[src/rtl/hud_pkg.sv]
// Shared HUD types: colour constants, bar state enum, rgb type and a counter-width helper.
package hud_pkg;

  typedef logic [11:0] hud_rgb_t;

  localparam hud_rgb_t HUD_LIT   = 12'h0F0;
  localparam hud_rgb_t HUD_LOW   = 12'hF80;
  localparam hud_rgb_t HUD_GHOST = 12'hFF0;
  localparam hud_rgb_t HUD_FLASH = 12'hFFF;

  typedef enum logic [0:0] {
    IDLE  = 1'b0,
    DRAIN = 1'b1
  } hud_state_e;

  // Bits needed to hold values 0..n (at least one bit).
  function automatic int unsigned hud_cnt_w(input int unsigned n);
    return (n == 0) ? 1 : $clog2(n + 1);
  endfunction

endpackage

[src/rtl/health_bar_renderer_if.sv]
// Pixel-side bus of one health bar: coordinate/health/frame pulse in, pixel enable/colour out.
interface health_bar_renderer_if #(
  parameter int unsigned HP_W = 4
);
  logic [9:0]        x;
  logic [9:0]        y;
  logic [HP_W-1:0]   hp;
  logic              frame_tick;
  logic              pix_en;
  hud_pkg::hud_rgb_t pix_rgb;

  modport master (output x, y, hp, frame_tick, input pix_en, pix_rgb);
  modport slave  (input x, y, hp, frame_tick, output pix_en, pix_rgb);
endinterface

[src/rtl/hud_seg_locator.sv]
// Combinational pixel-to-segment locator: in-bar flag and segment index via parallel range compares.
module hud_seg_locator
  import hud_pkg::*;
#(
  parameter  int unsigned SEGMENTS = 8,
  parameter  int unsigned SEG_W    = 25,
  parameter  int unsigned BAR_X0   = 400,
  parameter  int unsigned BAR_Y0   = 10,
  parameter  int unsigned BAR_H    = 11,
  localparam int unsigned IDX_W    = hud_cnt_w(SEGMENTS)
) (
  input  logic [9:0]       x_i,
  input  logic [9:0]       y_i,
  output logic             in_bar_c_o,
  output logic [IDX_W-1:0] seg_idx_c_o
);

  logic [31:0] x_w;
  logic [31:0] y_w;
  logic        any_seg;
  logic        in_rows;

  assign x_w = 32'(x_i);
  assign y_w = 32'(y_i);
  assign in_rows = (y_w >= BAR_Y0) && (y_w < BAR_Y0 + BAR_H);

  // Half-open column windows never overlap, so OR-ing matching indices yields the one hit.
  always_comb begin
    any_seg     = 1'b0;
    seg_idx_c_o = '0;
    for (int unsigned i = 0; i < SEGMENTS; i++) begin
      if ((x_w >= BAR_X0 + i * SEG_W) && (x_w < BAR_X0 + (i + 1) * SEG_W)) begin
        any_seg     = 1'b1;
        seg_idx_c_o = seg_idx_c_o | IDX_W'(i);
      end
    end
  end

  assign in_bar_c_o = any_seg && in_rows;

endmodule

[src/rtl/health_bar_renderer.sv]
// Animated health-bar pixel generator: lit/ghost segments, hit flash, low-health colour.
// Optional HEALTH_LOW_BLINK_EN blanks lit segments in alternate 16-frame phases at low health.
module health_bar_renderer
  import hud_pkg::*;
#(
  parameter int unsigned SEGMENTS     = 8,
  parameter int unsigned HP_W         = 4,
  parameter int unsigned SEG_W        = 25,
  parameter int unsigned BAR_X0       = 400,
  parameter int unsigned BAR_Y0       = 10,
  parameter int unsigned BAR_H        = 11,
  parameter int unsigned DRAIN_FRAMES = 4,
  parameter int unsigned FLASH_FRAMES = 8,
  parameter int unsigned LOW_HP       = 2
) (
  input logic                   clk,
  input logic                   rst,
  health_bar_renderer_if.slave  bus
);

  localparam int unsigned CNT_W   = hud_cnt_w(SEGMENTS);
  localparam int unsigned DRAIN_W = hud_cnt_w(DRAIN_FRAMES - 1);
  localparam int unsigned FL_W0   = hud_cnt_w(FLASH_FRAMES);
  localparam int unsigned FLASH_W = (FL_W0 < 2) ? 2 : FL_W0;
  localparam int unsigned LOW_LIM = (LOW_HP > SEGMENTS) ? SEGMENTS : LOW_HP;

  logic [HP_W-1:0]    hp_in;
  logic [31:0]        hp_w;
  logic [CNT_W-1:0]   hp_c;
  logic               in_bar;
  logic [CNT_W-1:0]   seg_idx;

  hud_state_e         state_q,  state_d;
  logic [CNT_W-1:0]   hp_q,     hp_d;
  logic [CNT_W-1:0]   ghost_q,  ghost_d;
  logic [FLASH_W-1:0] flash_q,  flash_d;
  logic [DRAIN_W-1:0] drain_q,  drain_d;
  logic               pix_en_q, pix_en_d;
  hud_rgb_t           pix_rgb_q, pix_rgb_d;

  logic lit_px, ghost_px, low_hp, flash_on, lit_vis;

  assign hp_in = bus.hp;
  assign hp_w  = 32'(hp_in);
  assign hp_c  = (hp_w > SEGMENTS) ? CNT_W'(SEGMENTS) : CNT_W'(hp_w);

  hud_seg_locator #(
    .SEGMENTS (SEGMENTS),
    .SEG_W    (SEG_W),
    .BAR_X0   (BAR_X0),
    .BAR_Y0   (BAR_Y0),
    .BAR_H    (BAR_H)
  ) u_loc (
    .x_i         (bus.x),
    .y_i         (bus.y),
    .in_bar_c_o  (in_bar),
    .seg_idx_c_o (seg_idx)
  );

  assign lit_px   = in_bar && (seg_idx < hp_c);
  assign ghost_px = in_bar && !lit_px && (seg_idx < ghost_q);
  assign low_hp   = (hp_c != '0) && (hp_c <= CNT_W'(LOW_LIM));
  assign flash_on = (flash_q != '0) && flash_q[1];

`ifdef HEALTH_LOW_BLINK_EN
  logic [4:0] blink_q, blink_d;
  assign blink_d = bus.frame_tick ? blink_q + 5'd1 : blink_q;
  assign lit_vis = lit_px && !(low_hp && blink_q[4]);

  always_ff @(posedge clk or negedge rst) begin
    if (!rst) blink_q <= '0;
    else      blink_q <= blink_d;
  end
`else
  assign lit_vis = lit_px;
`endif

  // Pixel class to colour; flash overrides both normal and low lit colours.
  always_comb begin
    pix_en_d  = lit_vis || ghost_px;
    pix_rgb_d = '0;
    if (lit_vis) begin
      if (flash_on)    pix_rgb_d = HUD_FLASH;
      else if (low_hp) pix_rgb_d = HUD_LOW;
      else             pix_rgb_d = HUD_LIT;
    end else if (ghost_px) begin
      pix_rgb_d = HUD_GHOST;
    end
  end

  // Ghost/flash control; a hit outranks the same-cycle frame tick.
  always_comb begin
    state_d = state_q;
    hp_d    = hp_c;
    ghost_d = ghost_q;
    flash_d = flash_q;
    drain_d = drain_q;
    if (bus.frame_tick && (flash_q != '0)) flash_d = flash_q - FLASH_W'(1);
    if (hp_c < hp_q) begin
      flash_d = FLASH_W'(FLASH_FRAMES);
      drain_d = '0;
      state_d = DRAIN;
    end else if ((hp_c > hp_q) && (hp_c >= ghost_q)) begin
      ghost_d = hp_c;
      state_d = IDLE;
    end else if ((state_q == DRAIN) && bus.frame_tick) begin
      if (drain_q == DRAIN_W'(DRAIN_FRAMES - 1)) begin
        drain_d = '0;
        if (ghost_q > hp_c) ghost_d = ghost_q - CNT_W'(1);
      end else begin
        drain_d = drain_q + DRAIN_W'(1);
      end
      if (ghost_d <= hp_c) begin
        ghost_d = hp_c;
        state_d = IDLE;
      end
    end
  end

  always_ff @(posedge clk or negedge rst) begin
    if (!rst) begin
      state_q   <= IDLE;
      hp_q      <= CNT_W'(SEGMENTS);
      ghost_q   <= CNT_W'(SEGMENTS);
      flash_q   <= '0;
      drain_q   <= '0;
      pix_en_q  <= 1'b0;
      pix_rgb_q <= '0;
    end else begin
      state_q   <= state_d;
      hp_q      <= hp_d;
      ghost_q   <= ghost_d;
      flash_q   <= flash_d;
      drain_q   <= drain_d;
      pix_en_q  <= pix_en_d;
      pix_rgb_q <= pix_rgb_d;
    end
  end

  assign bus.pix_en  = pix_en_q;
  assign bus.pix_rgb = pix_rgb_q;

endmodule

[src/flat_wrapper.sv]
// flat-port wrapper written by rule: the top's interface ports become plain ports
module health_bar_renderer_flat import hud_pkg::*;
#(
  parameter int unsigned SEGMENTS     = 8,
  parameter int unsigned HP_W         = 4,
  parameter int unsigned SEG_W        = 25,
  parameter int unsigned BAR_X0       = 400,
  parameter int unsigned BAR_Y0       = 10,
  parameter int unsigned BAR_H        = 11,
  parameter int unsigned DRAIN_FRAMES = 4,
  parameter int unsigned FLASH_FRAMES = 8,
  parameter int unsigned LOW_HP       = 2
)
  (clk, rst, bus_x, bus_y, bus_hp, bus_frame_tick, bus_pix_en, bus_pix_rgb);
  health_bar_renderer_if #(.HP_W(HP_W)) bus_i ();
  input logic clk;
  input logic rst;
  input wire logic [$bits(bus_i.x)-1:0] bus_x;
  input wire logic [$bits(bus_i.y)-1:0] bus_y;
  input wire logic [$bits(bus_i.hp)-1:0] bus_hp;
  input wire logic [$bits(bus_i.frame_tick)-1:0] bus_frame_tick;
  output wire logic [$bits(bus_i.pix_en)-1:0] bus_pix_en;
  output wire logic [$bits(bus_i.pix_rgb)-1:0] bus_pix_rgb;
  assign bus_i.x = bus_x;
  assign bus_i.y = bus_y;
  assign bus_i.hp = bus_hp;
  assign bus_i.frame_tick = bus_frame_tick;
  assign bus_pix_en = bus_i.pix_en;
  assign bus_pix_rgb = bus_i.pix_rgb;
  health_bar_renderer #(.SEGMENTS(SEGMENTS), .HP_W(HP_W), .SEG_W(SEG_W), .BAR_X0(BAR_X0), .BAR_Y0(BAR_Y0), .BAR_H(BAR_H), .DRAIN_FRAMES(DRAIN_FRAMES), .FLASH_FRAMES(FLASH_FRAMES), .LOW_HP(LOW_HP)) u_core (.clk(clk), .rst(rst), .bus(bus_i));
endmodule
[config.mk]
export PLATFORM = sky130hd
export DESIGN_NAME = health_bar_renderer_flat
export DESIGN_NICKNAME = d
export VERILOG_FILES = /design/src/rtl/hud_pkg.sv /design/src/rtl/health_bar_renderer_if.sv /design/src/rtl/hud_seg_locator.sv /design/src/rtl/health_bar_renderer.sv /design/src/flat_wrapper.sv
export SDC_FILE = /design/constraint.sdc
export NUM_CORES = 1
export LEC_CHECK = 0
export ABC_CLOCK_PERIOD_IN_PS = 3200
export BUFFER_PORTS_ARGS = -buffer_cell sky130_fd_sc_hd__buf_4
export CORE_MARGIN = 8
export CORE_UTILIZATION = 40
export DETAILED_ROUTE_END_ITERATION = 16
export GPL_ROUTABILITY_DRIVEN = 0
export PLACE_DENSITY_LB_ADDON = 0.3
export RECOVER_POWER = 100
export SLEW_MARGIN = 20
export SYNTH_ARGS = -nofsm -noshare
export SYNTH_HDL_FRONTEND = slang
export SYNTH_HIERARCHICAL = 1
export SYNTH_SLANG_ARGS = --single-unit
[constraint.sdc]
create_clock -name clk -period 3.2 [get_ports clk]
set_input_delay 0.64 -clock clk [delete_from_list [all_inputs] [get_ports clk]]
set_output_delay 0.64 -clock clk [all_outputs]
set_load 0.1 [all_outputs]
==> impl_metrics.csv <==
group,metric,value,unit
placement,placedCellCount,290,
clock_tree,numCtsBuffers,3,
yosys,synth-main-ff-cell,"dfrtp_1",
setup_path,crit_path_max_fanout,6,
clock_tree,post_cts_buffers,0,
clock_tree,cts_tree,"done",
floorplan,die_area,0.00672,mm^2
setup_path,critPathBufInv,1,
clock_tree,clock-sinks,19,
clock_tree,cts-resized-gates,0,
power_and_ir_drop,swShare,40.7,%
sta,period_needed,2.91,ns
sta,setup_viol,0,
worst_hold_path,worstHoldPathType,"input port to async pin",
yosys,ys_ff_latch,19,
placement,io_buffers,39,
setup_path,cp_data_required_time,3.38,ns
setup_path,r2r_cells,12,
setup_path,end_kind,"register",
sta,worst_pin_slew,1.18,ns
setup_path,cp_slowest_cell,"nor4_1",
yosys,synth_cell_type_count,51,
setup_path,max_stage_delay,0.37,ns
placement,place_hpwl,3190,um
clock_tree,path_clk_slew,0.08,ns
detailed_routing,vias,1525,
sta,setup_ws,0.287,ns
finish,syn2layout_area_growth,16.5,%
grt,gr-total-overflow,0,
finish,drive_gt1_share,18.6,%
yosys,synthArstFlopShare,100,%
floorplan,die_h,82.0,um
sta,whs,0.534,ns
floorplan,die_x,82.0,um
setup_path,crit_family,"simple AND/OR/NAND/NOR gates",
yosys,synth_nets,248,
sta,hold_viol,0,
floorplan,pin_count,40,
detailed_routing,viasPerCell,5.19,
clock_tree,htree_levels,1,
outcome,outcome,"completed",
flow_run,drv_cap,0,
detailed_routing,remaining_drc_errors,0,
sta,max_freq,343,MHz
yosys,syn_inst,200,
yosys,ys_warn_count,6,
clock_tree,hold_buffers,0,
finish,final-instance-count-excl-fill,294,
grt,antenna_found_initial,0,
floorplan,core_area,0.00426,mm^2
finish,antenna_cells,0,
power_and_ir_drop,clkPwrFrac,15.8,%
setup_path,cp.depth,11,
power_and_ir_drop,power.static_leakage,0.000986,uW
sta,fin_crit_sh,91.0,%
detailed_routing,postRouteAntennaNets,0,
power_and_ir_drop,power_frac_seq,31.3,%
grt,grt_pass1_wl,6470,um
detailed_routing,first_pass_iters,4,
sta,rsz0062_at_grt,"false",
sta,finalSetupTns,0,ns
sta,maxSlewViolCount,0,
finish,fin_nets,291,
floorplan,start_util,40.8,%
power_and_ir_drop,p_switching,450,uW
floorplan,num_rows,24,
placement,place_ws,-0.142,ns
setup_path,r2r_end,"u_core/ghost_q[1]",
power_and_ir_drop,comb_power_share,52.9,%
setup_path,r2r-start,"u_core/ghost_q[1]",
sta,relSlewSlack,21.6,%
placement,place_area,0.00209,mm^2
clock_tree,cts.path.max_buffers,2,
yosys,syn_area,0.00174,mm^2
yosys,synth-edff-count,0,
sta,finalClockSkew,0.00694,ns
yosys,seq_area_frac_synth,27.5,%
yosys,post_synth.cell_area_avg,8.70,um^2
clock_tree,clk_latency,0.26,ns
power_and_ir_drop,p_per_area,546,mW/mm^2
setup_path,cp-startpoint,"bus_x[1]",
grt,grt_pass1_vias,1428,
setup_path,worstSetupPathType,"input port to register",
setup_path,crit_path_start_kind,"input port",
setup_path,crit_end,"u_core/bus.pix_rgb[10]",
setup_path,cp_cell_sequence,"clkbuf_1 > nor4_1 > or4_1 > a21oi_1 > or3_1 > or3b_1 > a21o_1 > a21o_1 > a21oi_1 > o21ai_0 > a31oi_1",
finish,fin_area,0.00203,mm^2
detailed_routing,finalWirelength,4000,um
setup_path,r2r_slack,0.49,ns
setup_path,worstPathArrival,3.10,ns
detailed_routing,wire_per_inst,13.6,um
power_and_ir_drop,internal_power,656,uW
power_and_ir_drop,irDropWorstVdd,0.282,mV
grt,grt_max_degree,20,
clock_tree,clock-root-buffer,"clkbuf_8",
detailed_routing,drt-initial-drc-count,75,
grt,grt_usage,12.1,%
==> synth_stat cells (2+ instances only) <==
master	n	area share, %
nor2b_1	2	0.72
nor2_1	15	3.2
dfstp_2	2	3.0
nor3_1	2	0.58
nand2b_1	3	1.1
dfrtp_1	17	24
nand3b_1	2	0.86
nand2_1	20	4.3
a31oi_1	3	1.1
a211oi_1	3	1.3
nand3_1	3	0.86
xnor2_1	6	3.0
a21o_1	5	2.2
ha_1	21	15
nor4b_1	2	1.0
o211ai_1	4	1.7
a21oi_1	10	2.9
nand4_1	5	1.8
buf_4	10	4.3
inv_1	19	4.1
mux2i_1	5	2.9
o21ai_0	7	2.0
nor4_1	3	1.1
a21oi_2	3	1.5
or4_1	2	0.86
==> per-stage QoR <==
step / util, % / total power (uW)
final: 47.5 / 1110
after global routing: 47.5 / 1200
after CTS: 50.1 / 1150
after detailed placement: 49.1 / 967
after global placement: 49.1 / 963
after floorplan: - / 796
==> layout by cell type (no fill, tap or decap), types with 4 or more instances in the layout <==
cell type,count
buf_4,29
a21oi_1,11
ha_1,21
a21o_1,5
o211ai_1,4
inv_1,19
mux2i_1,5
xnor2_1,6
clkbuf_1,21
nand4_1,5
a31oi_1,4
nor2_1,15
dfrtp_1,17
nand2_1,20
o21ai_0,7
==> state kept, by name (all words and copies together), names as in the netlist <==
register	count
u_core/bus.pix_rgb	4
u_core/flash_q	4
u_core/ghost_q	4
u_core/hp_q	4
u_core/drain_q	2
u_core/state_q	1
==> layer usage <==
layer	global-route usage [%]	wire length (um)	vias to the layer above
li1	-	-	794
met1	15.6	1870	682
met2	20.3	1750	45
met3	3.06	367	4
met4	2.11	18	0
met5	0	0	-
==> power groups by stage <==
stage / clock network (uW) / registers (uW) / logic [uW]
final: 175 / 346 / 586
after global routing: 187 / 354 / 662
after CTS: 182 / 346 / 622
after detailed placement: 0 / 351 / 617
after global placement: 0 / 349 / 614
after floorplan: 0 / 337 / 459
==> kinds of logic (layout without fill, tap and decap cells) <==
kind of cell | count (synthesis) | in the layout | share of synthesized area, %
XOR/XNOR | 7 | 7 | 3.52
multiplexers | 5 | 5 | 2.88
adder cells (fa/ha/maj) | 21 | 21 | 15.1
other | 1 | 1 | 0.215
AND/OR/NAND/NOR | 67 | 67 | 20.2
buffers and inverters | 31 | 73 | 9.20
flip-flops | 19 | 19 | 27.5
AO/OA/AOI/OAI | 49 | 49 | 21.4
==> worst min path at each step <==
stage,startpoint,endpoint,slack [ns],cells past startpoint
2_1_floorplan,rst,u_core/bus.pix_rgb[10],0.34,0
3_3_place_gp,u_core/drain_q[1],u_core/drain_q[1],0.52,2
3_5_place_dp,u_core/flash_q[3],u_core/flash_q[3],0.51,2
4_1_cts,rst,u_core/bus.pix_rgb[3],0.25,1
5_1_grt,u_core/flash_q[3],u_core/flash_q[3],0.56,2
6_report,rst,u_core/bus.pix_rgb[3],0.53,1
==> cell type report <==
class	instances	area, um^2
Fill cell	440	2240
Multi-Input combinational cell	150	1070
Sequential cell	19	478
Timing Repair Buffer	50	300
Inverter	19	71.3
Tap cell	52	65.1
Clock buffer	4	45.0
(Power assumes the default switching activity.)
